==> config.mk <==
export PLATFORM = sky130hd
export DESIGN_NAME = file_stream_sequencer
export DESIGN_NICKNAME = d
export VERILOG_FILES = /design/src/rtl/file_stream_sequencer.sv
export SDC_FILE = /design/constraint.sdc
export NUM_CORES = 1
export LEC_CHECK = 0
export ABC_AREA = 0
export CORE_AREA = 4 4 87 89
export DETAILED_ROUTE_END_ITERATION = 12
export DIE_AREA = 0 0 91 93
export PLACE_DENSITY = 0.78
export SYNTH_ARGS = -nofsm -noshare
export SYNTH_HDL_FRONTEND = slang
export SYNTH_SLANG_ARGS = --single-unit
==> constraint.sdc <==
create_clock -name clk -period 2.38 [get_ports clk]
set_input_delay 0.238 -clock clk [delete_from_list [all_inputs] [get_ports clk]]
set_output_delay 0.238 -clock clk [all_outputs]
set_load 0.01 [all_outputs]
==> src/rtl/file_stream_sequencer.sv <==
// Walks a run of files through the file-backed line memory and emits each line
// as a registered valid/ready word tagged with last-line / last-file flags.
module file_stream_sequencer #(
   parameter int DATA_W = 25,
   parameter int FILE_W = 10,
   parameter int LINE_W = 6,
   parameter int LINES  = 64
) (
   input  logic              clk,
   input  logic              rst,
   input  logic              start,
   input  logic [FILE_W-1:0] first_file,
   input  logic [FILE_W-1:0] num_files,
   output logic              read_file,
   output logic [FILE_W-1:0] file_index,
   output logic [LINE_W-1:0] line_index,
   input  logic [DATA_W-1:0] mem_data,
   output logic [DATA_W-1:0] out_data,
   output logic              out_valid,
   input  logic              out_ready,
   output logic              out_last_line,
   output logic              out_last_file,
   output logic              busy,
   output logic              done,
   output logic [1:0]        dbg_state
);

   localparam logic [1:0] IDLE  = 2'd0;
   localparam logic [1:0] LOAD  = 2'd1;
   localparam logic [1:0] FETCH = 2'd2;
   localparam logic [1:0] DRAIN = 2'd3;

   localparam logic [LINE_W-1:0] LAST_LINE = LINE_W'(LINES - 1);
   localparam logic [FILE_W-1:0] ONE_FILE  = FILE_W'(1);

   logic [1:0]        r_state;
   logic [FILE_W-1:0] r_file_index;
   logic [FILE_W-1:0] r_remaining;
   logic [LINE_W-1:0] r_line_index;
   logic [DATA_W-1:0] r_out_data;
   logic              r_out_valid;
   logic              r_last_line;
   logic              r_last_file;
   logic              r_done;

   // Handshake: a word transfers on any edge where out_valid && out_ready.
   // A new word may be captured on the same edge the old one is accepted.
   logic w_hs;
   logic w_cap;
   logic w_line_end;

   assign w_hs       = r_out_valid && out_ready;
   assign w_cap      = (r_state == FETCH) && (!r_out_valid || out_ready);
   assign w_line_end = (r_line_index == LAST_LINE);

   always_ff @(posedge clk or negedge rst) begin
      if (!rst) begin
         r_state      <= IDLE;
         r_file_index <= '0;
         r_remaining  <= '0;
         r_line_index <= '0;
         r_out_data   <= '0;
         r_out_valid  <= 1'b0;
         r_last_line  <= 1'b0;
         r_last_file  <= 1'b0;
         r_done       <= 1'b0;
      end else begin
         r_done <= 1'b0;
         if (w_hs) begin
            r_out_valid <= 1'b0;
         end
         case (r_state)
            IDLE: begin
               if (start) begin
                  if (num_files != '0) begin
                     r_file_index <= first_file;
                     r_remaining  <= num_files;
                     r_state      <= LOAD;
                  end else begin
                     r_state <= DRAIN;
                  end
               end
            end
            LOAD: begin
               r_line_index <= '0;
               r_state      <= FETCH;
            end
            FETCH: begin
               if (w_cap) begin
                  r_out_data  <= mem_data;
                  r_out_valid <= 1'b1;
                  r_last_line <= w_line_end;
                  r_last_file <= (r_remaining == ONE_FILE);
                  if (!w_line_end) begin
                     r_line_index <= r_line_index + LINE_W'(1);
                  end else if (r_remaining != ONE_FILE) begin
                     // file_index wraps naturally at 2**FILE_W
                     r_remaining  <= r_remaining - ONE_FILE;
                     r_file_index <= r_file_index + ONE_FILE;
                     r_state      <= LOAD;
                  end else begin
                     r_state <= DRAIN;
                  end
               end
            end
            DRAIN: begin
               if (!r_out_valid || w_hs) begin
                  r_out_valid <= 1'b0;
                  r_done      <= 1'b1;
                  r_state     <= IDLE;
               end
            end
            default: r_state <= IDLE;
         endcase
      end
   end

   assign read_file     = (r_state == LOAD);
   assign busy          = (r_state != IDLE);
   assign done          = r_done;
   assign file_index    = r_file_index;
   assign line_index    = r_line_index;
   assign out_data      = r_out_data;
   assign out_valid     = r_out_valid;
   assign out_last_line = r_last_line;
   assign out_last_file = r_last_file;
   assign dbg_state     = r_state;

endmodule

==> metrics.txt <==
initial antenna violation count 0; synth unique cells 55; Total Wirelength 8.88 mm; crit path time final 2.14 ns; H-tree Lvls 3; RePlAce Congestion 0.879; FF-to-FF path depth 5; Seq/Total Area, Yosys 0.471; n_diodes 0; Power Density 1280 mW/mm²; WHS Path Cells 3; clk sink count 57; Initial DRC Count 187; Starting Density 0.449; switching pwr 2.25 mW; Yosys top cell area share 0.471; post-route cell area 0.00435 mm²; Logic pwr share 0.504; largest net degree at the start of global routing 35; first-pass GRT wire length 14.3 mm; number of cells on the critical path 5; detailed-route DRC error count 0; P_leak 1.89 nW; CP Buf/Inv Count 0; Tot GR Track Use 0.209; final setup fails 0; CP startpoint line_index[0]; Fin. Hold Viols 0; peak supply drop 650 µV; layout cell share with drive strength beyond 1 0.102; Clock Latency Late Sink 0.34 ns; hold_sp mem_data[23]; max-cap violation count 0; mapped cell area 0.00303 mm²; most frequent cell after synthesis nand2_1; mean post-synth cell area 8.86 µm²; Synth area leader dfrtp_1; Vias 3,059; Final #Nets 497; top post-synthesis cells by count nand2_1, dfrtp_1, nor2_1; Num CTS Buffers 9; total grt overflow 0; Final ANT Viol Nets 0; Worst Path Required 2.66 ns; R2R Path Start line_index[0]; crit-path max cell delay 0.60 ns; Synth Warn # 0; ys flop type dfrtp_1; CTS tree done; Post-synth EDFFs 0; dpl cell area 0.00413 mm²; internal power 3.33 mW; sw frac 0.403; Rel. slew slack 0.329; final period utilization 0.900; asr flop ratio synth 1.00; drt first pass iters 5; status completed; crit-path cells ha_1 > nand3_1 > or4_4 > a2111oi_0 > o22a_1; Root Buffer clkbuf_8; Syn Nets 395; measured slew at the worst slew-check pin 1.01 ns; setup TNS 0 ns; Max Root-Sink Buffers 2; post-DP HPWL 6.33 mm; family with the most delay on the worst path compound AO/OA/AOI/OAI gates; die width 91 µm; # rows 30; Core ar. 0.00676 mm²; Finished Core Util 0.643; CP Launch Type register; Synth Instances 342; crit path capture type register; Arr. time, crit path 2.42 ns; Final Max Slew Viols 0; top cells by area, synth dfrtp_1, nand2_1, nor2_1; Avg WL per Cell 16.8 µm; CP Max Fanout 10; vias per inst 5.78; Seq pwr share 0.327; Clock transition at path regs 0.07 ns; Clock power frac 0.169; number of I/O port buffers 97; critical setup path kind register to register; slowest CP cell or4_4; placed cell count 512; number of global-route vias before repair 2,867; skew final 0.0121 ns; number of synthesized register bits 57; Area growth, synth to finish 43.4%; RSZ-0062 raised after global routing no; Worst Hold Class input pin to register; Die H 93 µm; final non-filler cell total 529; number of top-level pins 98; Die ar. 0.00846 mm²; FMAX 467 MHz
==> layout make-up <==
type,count,area [µm²]
fill,560,2410
multi-input combinational,253,1460
tap,80,100
clock inverter,4,51.3
timing repair buffer,116,1120
inverter,7,26.3
sequential,57,1430
clock buffer,12,155
==> tightest hold or removal path, cell delays in order <==
cell and delay, ns:
clkdlybuf4s50_1 0.39, nand2_1 0.05, nand2_1 0.04
==> kinds of logic after synthesis <==
family,Yosys count,share of synthesized area
compound gates,79,0.209
simple gates,168,0.250
fa+ha+maj,4,0.0165
flops,57,0.471
mux,2,0.00702
buf+inv,32,0.0471
==> layout by cell type (no fill, tap or decap), drive strengths merged, types with 4 or more instances in the layout <==
master / instances
a2111oi: 6
a21oi: 6
a221o: 5
a31oi: 5
and3: 6
buf: 19
clkbuf: 12
clkdlybuf4s50: 96
dfrtp: 57
ha: 4
inv: 7
nand2: 101
nand2b: 4
nand3: 9
nor2: 18
nor3: 5
nor4: 6
o2111ai: 5
o21ai: 13
o41ai: 5
==> worst paths after layout <==
path | end | slack [ns]
max in group asynchronous | dbg_state[1] | 1.35
min in group asynchronous | r_remaining[4] | 0.44
hold / removal | out_data[23] | 0.42
setup / recovery | file_index[5] | 0.24
setup reg to reg | file_index[5] | 0.24
hold reg to reg | out_data[3] | 0.48
==> flip-flops by register name, summed over array words and instances (netlist names) <==
| signal | count |
|---|---|
| dbg_state | 2 |
| out_last_file | 1 |
| r_remaining | 10 |
| file_index | 10 |
| done | 1 |
| out_valid | 1 |
| out_last_line | 1 |
| line_index | 6 |
| out_data | 25 |
==> what timing repair did <==
action	4_1_cts	5_1_grt
hold buffers	1	0
resized for setup	0	0
setup endpoints to repair	0	0
endpoints found under the hold margin	23	0
buffers inserted	0	0
==> per-stage QoR <==
stage / hold WS (ns) / worst slack [ns] / total power, mW
6_report: 0.419 / 0.237 / 5.58
5_1_grt: 0.430 / 0.0346 / 5.98
4_1_cts: 0.420 / 0.274 / 5.59
3_5_place_dp: 0.280 / 0.170 / 4.63
2_1_floorplan: -0.0576 / 0.230 / 3.34
3_3_place_gp: 0.271 / 0.215 / 4.54
==> power groups by stage <==
stage	registers [mW]	clock network [mW]	logic (mW)
after floorplan	1.88	0	1.46
after global placement	1.81	0	2.74
after detailed placement	1.83	0	2.80
after CTS	1.82	0.953	2.82
after global routing	1.90	1.00	3.08
final	1.83	0.943	2.82
==> per-layer routing <==
metal  vias to the layer above  wire length [µm]  track usage
met4                         0               151       0.0741
met1                      1462              3760        0.289
met3                        14               615       0.0346
met5                         -                 0            0
li1                       1445                 -            -
met2                       138              4350        0.333
(Power assumes the default switching activity.)
